$ cat src/rtl/pipe_ctrl_pkg.sv
// pipe_ctrl_pkg: shared types and codes for the pipeline hazard controller.
package pipe_ctrl_pkg;
    typedef enum logic [1:0] {RUN, DRAIN, HALT} state_t;
    localparam logic [1:0] FWD_RF    = 2'b00;
    localparam logic [1:0] FWD_EXMEM = 2'b10;
    localparam logic [1:0] FWD_MEMWB = 2'b01;
    localparam logic [1:0] TRAP_NONE   = 2'b00;
    localparam logic [1:0] TRAP_INVOP  = 2'b01;
    localparam logic [1:0] TRAP_INVMEM = 2'b10;
    localparam int DEF_DRAIN_INVOP  = 3;
    localparam int DEF_DRAIN_INVMEM = 1;
    localparam int DCNT_W = 8;
endpackage

$ cat src/rtl/forwarding_unit.sv
// forwarding_unit: EX-stage operand forward selects; the younger EX/MEM result wins over MEM/WB.
module forwarding_unit
    import pipe_ctrl_pkg::*;
#(
    parameter int REG_ADDR_W = 5
) (
    input  logic [REG_ADDR_W-1:0] i_rs1_ex,
    input  logic [REG_ADDR_W-1:0] i_rs2_ex,
    input  logic [REG_ADDR_W-1:0] i_rd_ex_mem,
    input  logic [REG_ADDR_W-1:0] i_rd_mem_wb,
    input  logic                  i_rw_ex_mem,
    input  logic                  i_rw_mem_wb,
    output logic [1:0]            o_forward_a,
    output logic [1:0]            o_forward_b
);
    logic w_exmem_ok, w_memwb_ok;
    assign w_exmem_ok  = i_rw_ex_mem && i_rd_ex_mem != '0;
    assign w_memwb_ok  = i_rw_mem_wb && i_rd_mem_wb != '0;
    assign o_forward_a = (w_exmem_ok && i_rd_ex_mem == i_rs1_ex) ? FWD_EXMEM :
                         (w_memwb_ok && i_rd_mem_wb == i_rs1_ex) ? FWD_MEMWB : FWD_RF;
    assign o_forward_b = (w_exmem_ok && i_rd_ex_mem == i_rs2_ex) ? FWD_EXMEM :
                         (w_memwb_ok && i_rd_mem_wb == i_rs2_ex) ? FWD_MEMWB : FWD_RF;
endmodule

$ cat src/rtl/pipeline_hazard_ctrl.sv
// pipeline_hazard_ctrl: forwarding, load-use stall, branch flush and drain-then-halt trap control.
// Optional PIPE_CTRL_PERF_CNT_EN adds saturating stall/flush/cycle counters.
module pipeline_hazard_ctrl
    import pipe_ctrl_pkg::*;
#(
    parameter int REG_ADDR_W   = 5,
    parameter int DRAIN_INVOP  = DEF_DRAIN_INVOP,
    parameter int DRAIN_INVMEM = DEF_DRAIN_INVMEM
`ifdef PIPE_CTRL_PERF_CNT_EN
    , parameter int CNT_W      = 32
`endif
) (
    input  logic                  i_clk,
    input  logic                  i_rst_n,
    input  logic [REG_ADDR_W-1:0] i_rs1,
    input  logic [REG_ADDR_W-1:0] i_rs2,
    input  logic                  i_uses_rs1,
    input  logic                  i_uses_rs2,
    input  logic [REG_ADDR_W-1:0] i_register_rs1_id_ex,
    input  logic [REG_ADDR_W-1:0] i_register_rs2_id_ex,
    input  logic [REG_ADDR_W-1:0] i_write_reg_id_ex,
    input  logic [REG_ADDR_W-1:0] i_write_reg_ex_mem,
    input  logic [REG_ADDR_W-1:0] i_write_reg_mem_wb,
    input  logic                  i_memread_id_ex,
    input  logic                  i_regwrite_ex_mem,
    input  logic                  i_regwrite_mem_wb,
    input  logic                  i_branch_ex_mem,
    input  logic                  i_zer0_ex_mem,
    input  logic                  i_inv_op,
    input  logic                  i_inv_mem_addr,
    output logic                  o_pc_write,
    output logic                  o_if_id_write,
    output logic                  o_if_id_flush,
    output logic                  o_id_ex_flush,
    output logic                  o_ex_mem_flush,
    output logic                  o_pc_src,
    output logic                  o_mem_kill,
    output logic [1:0]            o_forward_a,
    output logic [1:0]            o_forward_b,
    output logic                  o_halted,
    output logic [1:0]            o_trap_cause
`ifdef PIPE_CTRL_PERF_CNT_EN
    , output logic [CNT_W-1:0]    o_stall_cnt,
    output logic [CNT_W-1:0]      o_flush_cnt,
    output logic [CNT_W-1:0]      o_cycle_cnt
`endif
);
    state_t            r_state;
    logic [DCNT_W-1:0] r_cnt;
    logic [1:0]        r_cause;
    logic              w_taken, w_load_use, w_stall;
    logic [1:0]        w_fa, w_fb;

    forwarding_unit #(.REG_ADDR_W(REG_ADDR_W)) u_fwd (
        .i_rs1_ex    (i_register_rs1_id_ex),
        .i_rs2_ex    (i_register_rs2_id_ex),
        .i_rd_ex_mem (i_write_reg_ex_mem),
        .i_rd_mem_wb (i_write_reg_mem_wb),
        .i_rw_ex_mem (i_regwrite_ex_mem),
        .i_rw_mem_wb (i_regwrite_mem_wb),
        .o_forward_a (w_fa),
        .o_forward_b (w_fb)
    );

    assign w_taken    = i_branch_ex_mem && i_zer0_ex_mem;
    assign w_load_use = i_memread_id_ex && i_write_reg_id_ex != '0 &&
                        ((i_uses_rs1 && i_rs1 == i_write_reg_id_ex) ||
                         (i_uses_rs2 && i_rs2 == i_write_reg_id_ex));
    assign w_stall    = r_state == RUN && !i_inv_mem_addr && !w_taken && !i_inv_op && w_load_use;

    // Reset gates every output so the datapath sees a frozen, bubble-free pipe while it is low.
    assign o_forward_a  = i_rst_n ? w_fa : FWD_RF;
    assign o_forward_b  = i_rst_n ? w_fb : FWD_RF;
    assign o_halted     = r_state == HALT;
    assign o_trap_cause = r_cause;

    always_comb begin
        o_pc_write     = 1'b0;
        o_if_id_write  = 1'b0;
        o_if_id_flush  = 1'b0;
        o_id_ex_flush  = 1'b0;
        o_ex_mem_flush = 1'b0;
        o_pc_src       = 1'b0;
        o_mem_kill     = 1'b0;
        if (i_rst_n) begin
            if (r_state == HALT) begin
                o_if_id_flush  = 1'b1;
                o_id_ex_flush  = 1'b1;
                o_ex_mem_flush = 1'b1;
                o_mem_kill     = 1'b1;
            end else if (r_state == DRAIN) begin
                o_if_id_write = 1'b1;
                o_if_id_flush = 1'b1;
                o_id_ex_flush = 1'b1;
            end else if (i_inv_mem_addr) begin
                o_if_id_write  = 1'b1;
                o_if_id_flush  = 1'b1;
                o_id_ex_flush  = 1'b1;
                o_ex_mem_flush = 1'b1;
                o_mem_kill     = 1'b1;
            end else if (w_taken) begin
                o_pc_write     = 1'b1;
                o_if_id_write  = 1'b1;
                o_pc_src       = 1'b1;
                o_if_id_flush  = 1'b1;
                o_id_ex_flush  = 1'b1;
                o_ex_mem_flush = 1'b1;
            end else if (i_inv_op) begin
                o_if_id_write = 1'b1;
                o_if_id_flush = 1'b1;
                o_id_ex_flush = 1'b1;
            end else if (w_load_use) begin
                o_id_ex_flush = 1'b1;
            end else begin
                o_pc_write    = 1'b1;
                o_if_id_write = 1'b1;
            end
        end
    end

    always_ff @(posedge i_clk or negedge i_rst_n) begin
        if (!i_rst_n) begin
            r_state <= RUN;
            r_cnt   <= '0;
            r_cause <= TRAP_NONE;
        end else begin
            case (r_state)
                RUN: begin
                    if (i_inv_mem_addr) begin
                        r_state <= DRAIN;
                        r_cnt   <= DCNT_W'(DRAIN_INVMEM);
                        r_cause <= TRAP_INVMEM;
                    end else if (!w_taken && i_inv_op) begin
                        r_state <= DRAIN;
                        r_cnt   <= DCNT_W'(DRAIN_INVOP);
                        r_cause <= TRAP_INVOP;
                    end
                end
                DRAIN: begin
                    r_cnt <= r_cnt - 1'b1;
                    if (r_cnt <= DCNT_W'(1)) r_state <= HALT;
                end
                default: ;
            endcase
        end
    end

`ifdef PIPE_CTRL_PERF_CNT_EN
    logic [CNT_W-1:0] r_stall_cnt, r_flush_cnt, r_cycle_cnt;
    always_ff @(posedge i_clk or negedge i_rst_n) begin
        if (!i_rst_n) begin
            r_stall_cnt <= '0;
            r_flush_cnt <= '0;
            r_cycle_cnt <= '0;
        end else begin
            if (w_stall && !(&r_stall_cnt)) r_stall_cnt <= r_stall_cnt + 1'b1;
            if (r_state == RUN && !i_inv_mem_addr && w_taken && !(&r_flush_cnt))
                r_flush_cnt <= r_flush_cnt + 1'b1;
            if (r_state != HALT && !(&r_cycle_cnt)) r_cycle_cnt <= r_cycle_cnt + 1'b1;
        end
    end
    assign o_stall_cnt = r_stall_cnt;
    assign o_flush_cnt = r_flush_cnt;
    assign o_cycle_cnt = r_cycle_cnt;
`else
    logic w_unused;
    assign w_unused = w_stall;
`endif
endmodule

$ cat config.mk
export PLATFORM = sky130hd
export DESIGN_NAME = pipeline_hazard_ctrl
export DESIGN_NICKNAME = d
export VERILOG_FILES = /design/src/rtl/pipe_ctrl_pkg.sv /design/src/rtl/forwarding_unit.sv /design/src/rtl/pipeline_hazard_ctrl.sv
export SDC_FILE = /design/constraint.sdc
export NUM_CORES = 1
export LEC_CHECK = 0
export ABC_AREA = 1
export BUFFER_PORTS_ARGS = -buffer_cell sky130_fd_sc_hd__buf_4
export CAP_MARGIN = 0
export CORE_MARGIN = 1
export CORE_UTILIZATION = 43
export DETAILED_ROUTE_END_ITERATION = 7
export PLACE_DENSITY = 0.85
export RECOVER_POWER = 100
export SETUP_SLACK_MARGIN = 0.4
export SLEW_MARGIN = 30
export SYNTH_ARGS = -nofsm -noshare
export SYNTH_HDL_FRONTEND = slang
export SYNTH_HIERARCHICAL = 1
export SYNTH_SLANG_ARGS = --single-unit
export TNS_END_PERCENT = 30
$ cat constraint.sdc
create_clock -name i_clk -period 1.2 [get_ports i_clk]
set_input_delay 0.06 -clock i_clk [delete_from_list [all_inputs] [get_ports i_clk]]
set_output_delay 0.06 -clock i_clk [all_outputs]
set_load 0.1 [all_outputs]
**Word level (Yosys, flattened, before mapping)**

Cells that the tools add are included.

- Add/sub/neg operators: 1
- Multipliers: 0
- Reduce and logical (&&, ||, !) cells: 23
- Shift operators: 0
- Multiplexer cells: 53
- Bitwise logic cells: 0
- Div/mod/pow operators: 0
- Magnitude comparators: 1
- Eq/ne operators: 10

Operators by type and width:

| kind | count |
|---|---|
| $mux W1 | 41 |
| $eq A5 B5 Y1 | 6 |
| $mux W2 | 8 |
| $mux W8 | 2 |
| $pmux W8 S2 | 1 |
| $reduce_bool A5 Y1 | 3 |
| $logic_and A1 B1 Y1 | 12 |
| $le A8 B1 Y1 const B | 1 |
| $sub A8 B1 Y8 const B | 1 |
| $pmux W2 S2 | 1 |
| $reduce_and A2 Y1 | 2 |
| $reduce_bool A2 Y1 | 2 |
| $ne A3 B2 Y1 const B | 1 |
| $reduce_and A3 Y1 | 1 |
| $eq A2 B1 Y1 const B | 1 |
| $eq A2 B2 Y1 const B | 1 |
| $logic_not A2 Y1 | 1 |
| $ne A2 B1 Y1 const B | 1 |
| $logic_not A1 Y1 | 1 |
| $logic_or A1 B1 Y1 | 1 |

- Flip-flop bits (word level): 12
- Memories: 0
- Output and inout port bits: 14
- RAM bits: 0
- Latch bits: 0
- Bits in read-only memories: 0

**Logic depth before layout (Yosys ltp)**

Gate-level depths: netlist (run 1).

- Depth after elaboration: 11
- Depth in mapped cells: 9
- Depth with buffers taken out: 9

**Hierarchy**

The synthesis (run 1) kept the hierarchy.

Modules (own cells, without submodules):

| module | cells an instance | instances | area an instance (µm²) |
|---|---|---|---|
| pipeline_hazard_ctrl | 167 | 1 | 988.4 |
| forwarding_unit | 79 | 1 | 361.6 |

**Worst setup path before layout (run 1)**

Ideal clock, no wire load.

- Kind: register to output
- From: register r_state[1]
- To: output o_ex_mem_flush
- Path buffers: 0
- Slack: -2.270 ns
- Required time: 1.140 ns
- Arrival time: 3.410 ns
- Stages on the path, launching flop included: 5
- Cell sequence: dfrtp_1 -> inv_1 -> nor2_1 -> nor2_1 -> a21oi_1

RTL lines:

| item | line | RTL |
|---|---|---|
| start, declared | pipeline_hazard_ctrl.sv:48 | `state_t r_state;` |
| start signal, assigned | pipeline_hazard_ctrl.sv:123 | `r_state <= RUN;` |
| start signal, assigned | pipeline_hazard_ctrl.sv:130 | `r_state <= DRAIN;` |
| start signal, assigned | pipeline_hazard_ctrl.sv:134 | `r_state <= DRAIN;` |
| $eq A2 B2 Y1 | -- |  |
| via o_halted | pipeline_hazard_ctrl.sv:40 | `output logic o_halted,` |
| $mux W1 | pipeline_hazard_ctrl.sv:86 | `if (r_state == HALT) begin` |
| $mux W1 | pipeline_hazard_ctrl.sv:85 | `if (i_rst_n) begin` |
| end, declared | pipeline_hazard_ctrl.sv:35 | `output logic o_ex_mem_flush,` |

The timed path passes the listed nets, and every way through them passes these cells.

**Final worst setup path (run 1)**

- From: register r_state[1]
- To: output o_pc_write

- Longest elaborated chain between the ends: 4

RTL lines:

| item | line | RTL |
|---|---|---|
| $eq A2 B1 Y1 | pipeline_hazard_ctrl.sv:91 | `end else if (r_state == DRAIN) begin` |
| $mux W1 | pipeline_hazard_ctrl.sv:91 |  |
| $mux W1 * | pipeline_hazard_ctrl.sv:86 |  |
| $mux W1 * | pipeline_hazard_ctrl.sv:85 |  |
| end, declared | pipeline_hazard_ctrl.sv:31 | `output logic o_pc_write,` |

Every way passes the cells marked *; elsewhere a longest branch is shown, timed or not.

==> results of run 1 <==
placed cells by master (no fill, tap or decap), drive strengths merged:
cell / synthesis / final
nand2: 88 / 88
buf: 1 / 76
inv: 56 / 56
nor2: 37 / 37
dfrtp: 12 / 12
nand3: 12 / 12
o21ai: 12 / 12
clkbuf: 0 / 7
xor2: 6 / 6
xnor2: 6 / 6
a21oi: 5 / 5
nand4: 4 / 4
ha: 2 / 2
nor3: 2 / 2
nor4: 1 / 1
o21a: 1 / 1
o211ai: 1 / 1
clkdlybuf4s25: 0 / 1
synthesized netlist by cell type (all sizes together):
master	n	area, um2
nand2	88	330
inv	56	213
nor2	37	170
dfrtp	12	300
nand3	12	60.1
o21ai	12	60.1
xnor2	6	52.6
xor2	6	52.6
a21oi	5	25.0
nand4	4	25.0
ha	2	25.0
nor3	2	10.0
buf	1	5.00
nor4	1	6.26
o211ai	1	7.51
o21a	1	7.51
area by class of cell:
class                   count  area share
multi-input cells         177       0.430
repair buffers             81       0.328
flip-flops and latches     12       0.126
inverters                  56      0.0900
well taps                  31      0.0162
clock buffers               3     0.00941
path summary, 6_finish.rpt:
check                      slack [ps]            start  cells past startpoint         endpoint
max in group asynchronous         410          i_rst_n                      4         r_cnt[0]
min reg2reg                       490  o_trap_cause[0]                      2  o_trap_cause[0]
max                              -480       r_state[1]                      8       o_pc_write
min in group i_clk                220   i_inv_mem_addr                      4  o_trap_cause[0]
min                                60          i_rst_n                      3         r_cnt[7]
max reg2reg                      -320       r_state[1]                      9         r_cnt[4]
metrics by stage:
step,std cells,cell area (um2)
floorplan,246,1430
global placement,349,2010
detailed placement,349,2010
CTS,355,2300
global route,360,2390
finish,360,2390
report_power, final:
| group | leakage, nW | internal (W) | switching, W |
|---|---|---|---|
| combinational | 1.19 | 0.00114 | 0.00190 |
| sequential | 0.146 | 0.000588 | 0.000143 |
| clock | 0.0138 | 0.000117 | 0.000150 |
| total | 1.35 | 0.00184 | 0.00219 |
worst max-delay path, cell delays in order (launching register included):
cell and delay, ps:
sky130_fd_sc_hd__dfrtp_1 430, sky130_fd_sc_hd__buf_6 140, sky130_fd_sc_hd__nor2_4 180, sky130_fd_sc_hd__inv_4 70, sky130_fd_sc_hd__nand3_4 120, sky130_fd_sc_hd__nor2_4 60, sky130_fd_sc_hd__inv_2 100, sky130_fd_sc_hd__nand2_8 60
sky130_fd_sc_hd__buf_12 160
routing by layer:
metal,part of all wire,up-vias
li1,-,901
met1,0.38,908
met2,0.49,147
met3,0.079,34
met4,0.048,0
met5,0,-
kinds of logic (layout without fill, tap and decap cells):
group	count (synthesis)	in the layout	share of synthesized area
xor gates and xnor gates	12	12	0.0778
buffers and inverters	57	140	0.161
and+or+nand+nor	144	144	0.446
DFF	12	12	0.222
adders and majority gates	2	2	0.0185
AOI/OAI and AO/OA	19	19	0.0741
timing repair:
| item | in CTS | in global routing |
|---|---|---|
| resized for setup | 70 | 35 |
| endpoints found under the hold margin | 12 | 0 |
| hold buffers | 1 | 0 |
| endpoints found under the setup margin | 26 | 35 |
| buffers inserted | 2 | 5 |
| pin swaps | 21 | 32 |
flip-flops by register name, summed over array words and instances (netlist names):
register,flops
o_trap_cause,2
r_cnt,8
r_state,2
==> metrics, run 1 <==
Max Cap Viol=0; combined area of all synthesized cells=1350 um2; number of antenna violations at the first check in global routing=0; data arrival time at the worst-slack endpoint=1620 ps; met1 demand-to-capacity share in global routing=0.320; die span in y=58.0 um; failing checks=design-rule violations, negative setup slack; final total power=0.00404 W; maximum achievable frequency=around 0.6 GHz; Syn Area/Cell=around 5.5 um2; type of the worst setup path=flop to output port; Skew-Pair Late Insertion Delay=290 ps; Post-Route Hold Slack=57.1 ps; net count of the mapped netlist=294; number of primary I/O pins=60; Tightest Hold Check Type=input pin to async pin; final hold violations=0; Cell Rows=19; maximum clock skew at final layout=15.9 ps; count of antenna diodes in the layout=0; number of levels the H-tree was split into=1; final design utilization=0.839; post-detailed-route count of antenna-violating nets=0; number of distinct library cell variants in the gate-level netlist after synthesis=22; final count of pins violating max slew=0; number of sinks on the clock net=12; Total Neg Setup Slack=-5070 ps; core region area=roughly 2900 um2; Die Area=3370 um2; sequential cell area=302 um2; most congested layer reported by global routing=met2; Setup Slack @ Placement=-256 ps; result of the run=finished with violations; post-synthesis sequential element count=12; die width=approximately 58 um; type of element launching the critical path=flop; maximum ir drop on the vdd rail=1300 uV; worst slew margin relative to its limit=0.651; share of layout cells above drive strength 1=0.404; global-route wire length before repair=7290 um; via/cell ratio=5.53; final worst-path cycle share=1.40; total number of vias=1990; Gate Count Post-Synth=246; iteration count of the initial detailed-routing pass=8; number of buffers added by the clock tree synthesis step=3; total number of yosys warnings=6; violation count after the first detailed-route iteration=around 200; quantity of I/O buffers inserted on ports=59; required time at the endpoint of the critical path=1140 ps; Clock transition at path regs=90 ps; GRT Overall Usage=0.276; P&R area growth vs syn=77.2%; GRT overflow=0; TritonCTS clock tree=built; largest net degree at the start of global routing=10; half-perimeter wire length after placement=2820 um; detail-routed net length per standard cell=15.8 um; sequential share of the synthesized area=0.222; vias in the first global route=around 1800; count of unresolved DRC violations after routing=4; final period demand of the worst path=around 1700 ps; root buffer selected by CTS=sky130_fd_sc_hd__clkbuf_4; reported leakage power=between 1 and 1.5 nW; type of destination of the critical path=output port; Net count, final=379; total routed wirelength=5680 um; Max Fanout on Critical Path=3; final RePlAce weighted congestion=0.857; Power Dens Cells=1690 nW/um2; final setup violating endpoints=20; met3 Track Usage GR=0.0491; Worst-Margin Slew=approximately 520 ps; fill count=158; RSZ-0062 raised after global routing=yes; area of combinational cells with multiple inputs=1030 um2; met2 capacity usage during global routing=0.519; final worst slack=-480 ps; number of buffers on the longest clock path=2; initial core utilization=0.473
Power figures use the tool's default switching activity.
==> run 2: changes to the inputs <==
--- a/config.mk
+++ b/config.mk
@@ -9,9 +9,9 @@
 export BUFFER_PORTS_ARGS = -buffer_cell sky130_fd_sc_hd__buf_4
 export CAP_MARGIN = 0
 export CORE_MARGIN = 1
-export CORE_UTILIZATION = 43
+export CORE_UTILIZATION = 47
 export DETAILED_ROUTE_END_ITERATION = 7
-export PLACE_DENSITY = 0.85
+export PLACE_DENSITY = 0.88
 export RECOVER_POWER = 100
 export SETUP_SLACK_MARGIN = 0.4
 export SLEW_MARGIN = 30
==> constraint.sdc (replaced) <==
create_clock -name i_clk -period 1.79 [get_ports i_clk]
set_input_delay 0.0895 -clock i_clk [delete_from_list [all_inputs] [get_ports i_clk]]
set_output_delay 0.0895 -clock i_clk [all_outputs]
set_load 0.1 [all_outputs]
==> run 2 against run 1 <==
Compared with the run above: the run now ends clean; sequential share of layout area rose by 2.1 points; worst setup slack improved by 610 ps; count of clock-buffer cells in the layout rose by 1; via count fell by 17%; flip-flop and latch count did not move; largest power group unchanged.
==> metrics, run 2 (synthesis gave the netlist of run 1 again) <==
TritonCTS clock tree=built; total routed wirelength=roughly 3800 um; P&R area growth vs syn=51.2%; area of combinational cells with multiple inputs=just over 900 um2; die width=55.6 um; Power Dens Cells=1130 nW/um2; sequential cell area=300 um2; result of the run=complete, no violations; final hold violations=0; final worst-path cycle share=0.925; type of destination of the critical path=output port; post-detailed-route count of antenna-violating nets=0; core region area=between 2000 and 3000 um2; Max Cap Viol=0; count of unresolved DRC violations after routing=0; share of layout cells above drive strength 1=0.287; number of levels the H-tree was split into=1; Die Area=3090 um2; met3 Track Usage GR=0.0535; global-route wire length before repair=between 6000 and 7000 um; critical-path cell list=inv_1, nor2_4, inv_4, nand3_4, nor2_2, nand2_2, nand2_8, buf_6; number of flip-flops in the largest register=8; startpoint of the worst hold path=i_inv_mem_addr; reg-to-reg slack, setup=180 ps; Worst-Margin Slew=547 ps; Total Neg Setup Slack=0 ps; die span in y=55.6 um; final count of pins violating max slew=0; commonest cells after routing, fill and taps aside=sky130_fd_sc_hd__nand2_1, sky130_fd_sc_hd__inv_1, sky130_fd_sc_hd__buf_4; met2 capacity usage during global routing=0.446; type of the worst setup path=flop to output port; count of antenna diodes in the layout=0; data arrival time at the worst-slack endpoint=1570 ps; half-perimeter wire length after placement=2760 um; GRT Overall Usage=0.246; Cell Rows=19; maximum achievable frequency=0.604 GHz; via/cell ratio=between 4 and 5; final period demand of the worst path=1660 ps; initial core utilization=0.494; RSZ-0062 raised after global routing=yes; worst stage delay on the critical path=between 400 and 500 ps; GRT overflow=0; Tightest Hold Check Type=input pin to flop; quantity of I/O buffers inserted on ports=between 50 and 60; Net count, final=366; vias in the first global route=1579; number of primary I/O pins=60; number of buffers added by the clock tree synthesis step=3; number of buffers on the longest clock path=2; hold depth=4; Post-Route Hold Slack=297 ps; required time at the endpoint of the critical path=1700 ps; reported leakage power=1.23 nW; violation count after the first detailed-route iteration=68; Clock transition at path regs=80 ps; number of non-filler instances in the completed layout=348; iteration count of the initial detailed-routing pass=4; capture point of the worst reg-to-reg path=r_cnt[7]; Most flops, register=r_cnt; type of element launching the critical path=flop; startpoint of the worst register-to-register path=r_state[0]; fill count=197; Reg2Reg Depth=9; most frequent standard cell in the layout excluding fill and tap cells=sky130_fd_sc_hd__nand2_1; cell type of the slowest stage on the worst timing path=sky130_fd_sc_hd__dfrtp_1; worst slew margin relative to its limit=0.634; Max Fanout on Critical Path=3; number of antenna violations at the first check in global routing=0; Post-Place Cells=336; total number of vias=1661; number of sinks on the clock net=12; largest net degree at the start of global routing=13; most congested layer reported by global routing=met2; root buffer selected by CTS=sky130_fd_sc_hd__clkbuf_4; CP Launch Point=r_state[0]; final setup violating endpoints=0; Skew-Pair Late Insertion Delay=slightly below 300 ps; final RePlAce weighted congestion=0.890; maximum ir drop on the vdd rail=1340 uV; detail-routed net length per standard cell=10.9 um; maximum clock skew at final layout=12.7 ps; met1 demand-to-capacity share in global routing=0.280; end of the worst hold path=o_trap_cause[0]
[run 2: worst max path at each step]
stage / end / depth (start not counted) / slack (ps)
after CTS: o_id_ex_flush / 7 / 230
after global routing: o_pc_write / 8 / 50
after detailed placement: o_pc_write / 8 / 260
after global placement: o_pc_write / 8 / 310
after floorplan: o_ex_mem_flush / 4 / -40
final: o_pc_write / 8 / 130
[run 2: final cells by class]
| cell class | count | area share |
|---|---|---|
| Multi-Input combinational cell | 177 | 0.453 |
| Timing Repair Buffer | 68 | 0.259 |
| Sequential cell | 12 | 0.147 |
| Inverter | 56 | 0.104 |
| Tap cell | 31 | 0.0190 |
| Clock buffer | 4 | 0.0178 |
[run 2: worst max-delay path, delay by kind of cell (launching register included)]
family        cells  cell delay (ps)
buf+inv           3              430
flops             1              420
simple gates      5              420
[run 2: power breakdown]
part / leakage [nW] / internal, W / switching, W
Sequential: 0.146 / 0.000392 / 0.0000861
Clock: 0.0210 / 0.000124 / 0.0000949
Combinational: 1.07 / 0.000514 / 0.00109
[run 2: metal layers]
layer,vias up,part of all wire
li1,874,-
met1,704,0.41
met2,72,0.51
met3,11,0.059
met4,0,0.021
met5,-,0
[run 2: repair_timing]
action                                 in CTS  in global routing
pin swaps                                   4                  4
resized for setup                          12                 11
gates cloned                                0                  0
endpoints found under the hold margin      12                  0
setup endpoints to repair                   7                 14
hold buffers                                1                  0
buffers inserted                            7                  0
[run 2: through the flow]
stage | instance area, um2 | power [W] | util | worst slack (ps)
finish | 2040 | 0.00230 | 0.746 | 134
global route | 2040 | 0.00245 | 0.746 | 48.9
CTS | 2040 | 0.00226 | 0.746 | 226
detailed placement | 1890 | 0.00188 | 0.693 | 263
global placement | 1890 | 0.00184 | 0.693 | 307
floorplan | 1410 | 0.00154 | - | -40.0
==> run 3: changes to the inputs <==
--- a/config.mk
+++ b/config.mk
@@ -8,8 +8,10 @@
 export ABC_AREA = 1
 export BUFFER_PORTS_ARGS = -buffer_cell sky130_fd_sc_hd__buf_4
 export CAP_MARGIN = 0
+export CELL_PAD_IN_SITES_DETAIL_PLACEMENT = 2
+export CELL_PAD_IN_SITES_GLOBAL_PLACEMENT = 2
 export CORE_MARGIN = 1
-export CORE_UTILIZATION = 47
+export CORE_UTILIZATION = 22
 export DETAILED_ROUTE_END_ITERATION = 7
 export PLACE_DENSITY = 0.88
 export RECOVER_POWER = 100
==> run 3 against run 2 <==
Compared with the run above: combinational power increased by 7%; register-to-register slack better by 20 ps; global-route usage is 7.1 points lower; cell area up 4.0%; fmax decreased by 0.70%; die area rose by 110%; worst setup slack worse by 12 ps; flip-flop and latch count unchanged; power up 9.2%; clock power is 40% higher.
==> metrics, run 3 (synthesis gave the netlist of run 1 again) <==
reported leakage power=1.24 nW; data arrival time at the worst-slack endpoint=1580 ps; worst slew margin relative to its limit=0.572; die span in y=~80 um; Tightest Hold Check Type=input pin to flop; RSZ-0062 raised after global routing=yes; Clock transition at path regs=60 ps; total number of vias=1763; CP Launch Point=r_state[1]; Most flops, register=r_cnt; part of the total power dissipated in sequential elements=0.198; final RePlAce weighted congestion=0.794; final period demand of the worst path=1670 ps; maximum clock skew at final layout=12.0 ps; share of total power in combinational logic=0.680; maximum ir drop on the vdd rail=662 uV; Max Fanout on Critical Path=4; half-perimeter wire length after placement=4050 um; number of levels the H-tree was split into=1; Worst-Margin Slew=640 ps; Total Neg Setup Slack=0 ps; required time at the endpoint of the critical path=about 1700 ps; final hold violations=0; post-detailed-route count of antenna-violating nets=0; type of the worst setup path=flop to output port; startpoint of the worst hold path=i_inv_mem_addr; Power Dens Cells=approximately 1200 nW/um2; final setup violating endpoints=0; count of antenna diodes in the layout=0; iteration count of the initial detailed-routing pass=4; share of layout cells above drive strength 1=0.302; vias in the first global route=approximately 1900; final worst-path cycle share=0.932; number of flip-flops in the largest register=8; Die Area=around 6500 um2; total routed wirelength=5870 um; cell-internal power=roughly 0.0011 W; die width=80.3 um; Post-Route Hold Slack=291 ps; number of sinks on the clock net=12; root buffer selected by CTS=sky130_fd_sc_hd__clkbuf_8; commonest cells after routing, fill and taps aside=sky130_fd_sc_hd__nand2_1, sky130_fd_sc_hd__buf_4, sky130_fd_sc_hd__inv_1; startpoint of the worst register-to-register path=r_state[0]; Skew-Pair Late Insertion Delay=250 ps; fill count=between 700 and 800; via/cell ratio=4.49; final count of pins violating max slew=0; Cell Rows=28; type of destination of the critical path=output port; number of primary I/O pins=60; TritonCTS clock tree=built; core region area=5920 um2; P&R area growth vs syn=57.3%; largest net degree at the start of global routing=13; switching power as a share of total power=0.553; type of element launching the critical path=flop; final design utilization=0.359; GRT Overall Usage=0.175; relative contribution of the clock network to total power=0.123; number of antenna violations at the first check in global routing=0; initial core utilization=0.228; Max Cap Viol=0; Net count, final=roughly 370; GRT overflow=0; result of the run=complete, no violations; global-route wire length before repair=8880 um; most frequent standard cell in the layout excluding fill and tap cells=sky130_fd_sc_hd__nand2_1; detail-routed net length per standard cell=14.9 um; Psw=0.00139 W; count of unresolved DRC violations after routing=0; number of buffers added by the clock tree synthesis step=3; violation count after the first detailed-route iteration=36; maximum achievable frequency=between 0.5 and 0.6 GHz; number of buffers on the longest clock path=2; quantity of I/O buffers inserted on ports=59
==> run 3: changes by cell type in the layout (fill, tap and decap cells not counted), moves of 2 or more <==
cell and change:
sky130_fd_sc_hd__buf_4 +2, sky130_fd_sc_hd__clkbuf_4 -2, sky130_fd_sc_hd__clkbuf_8 +3, sky130_fd_sc_hd__nand2_4 +2, sky130_fd_sc_hd__buf_12 -2
==> run 3: power groups by stage <==
stage	Sequential (W)	Combinational [W]	Clock, W
after detailed placement	0.000492	0.00144	0
final	0.000497	0.00171	0.000307
after global placement	0.000483	0.00139	0
after global routing	0.000508	0.00183	0.000333
after floorplan	0.000625	0.000915	0
after CTS	0.000485	0.00163	0.000310
==> run 3: final timing paths <==
check,endpoint,slack [ps],cells past startpoint
max in group asynchronous,r_state[0],440,3
worst min-delay path,o_trap_cause[0],290,4
min in group asynchronous,r_cnt[0],880,3
worst max-delay path,o_pc_write,120,8
worst min register to register,o_trap_cause[0],480,2
worst max register to register,r_cnt[7],200,8
==> run 3: what timing repair did <==
item	CTS	global route
pin swaps	2	5
gates cloned	0	0
gates resized for setup	20	9
hold buffers	1	0
buffers inserted	5	3
endpoints found under the setup margin	8	16
hold endpoints to repair	12	0
==> run 3: layer usage <==
| layer | global-route usage | part of all wire |
|---|---|---|
| met1 | 0.187 | 0.40 |
| met2 | 0.365 | 0.54 |
| met3 | 0.0148 | 0.034 |
| met4 | 0.0339 | 0.024 |
| met5 | 0 | 0 |
==> run 3: layout make-up <==
cell class / instances / area, um2 / area share
Inverter: 56 / 213 / 0.100
Multi-Input combinational cell: 177 / 942 / 0.444
Clock buffer: 4 / 55.1 / 0.0259
Timing Repair Buffer: 69 / 518 / 0.244
Sequential cell: 12 / 302 / 0.142
Tap cell: 75 / 93.8 / 0.0442
==> run 3: critical path: stages (launching register included) <==
cell and delay (ps):
sky130_fd_sc_hd__dfrtp_1 400, sky130_fd_sc_hd__inv_2 130, sky130_fd_sc_hd__nor2_4 70, sky130_fd_sc_hd__nor2_4 130, sky130_fd_sc_hd__nand3_4 120, sky130_fd_sc_hd__nor2_4 120, sky130_fd_sc_hd__nand2_4 80, sky130_fd_sc_hd__nand2_8 70
sky130_fd_sc_hd__buf_6 210
==> run 3: through the flow <==
stage	std cells	instance area, um2	worst slack (ps)	power (W)
final	393	2120	122	0.00251
after global placement	380	1950	283	0.00187
after global routing	393	2120	47.4	0.00267
after detailed placement	380	1950	253	0.00193
after CTS	390	2130	214	0.00242
after floorplan	246	1410	-40.0	0.00154
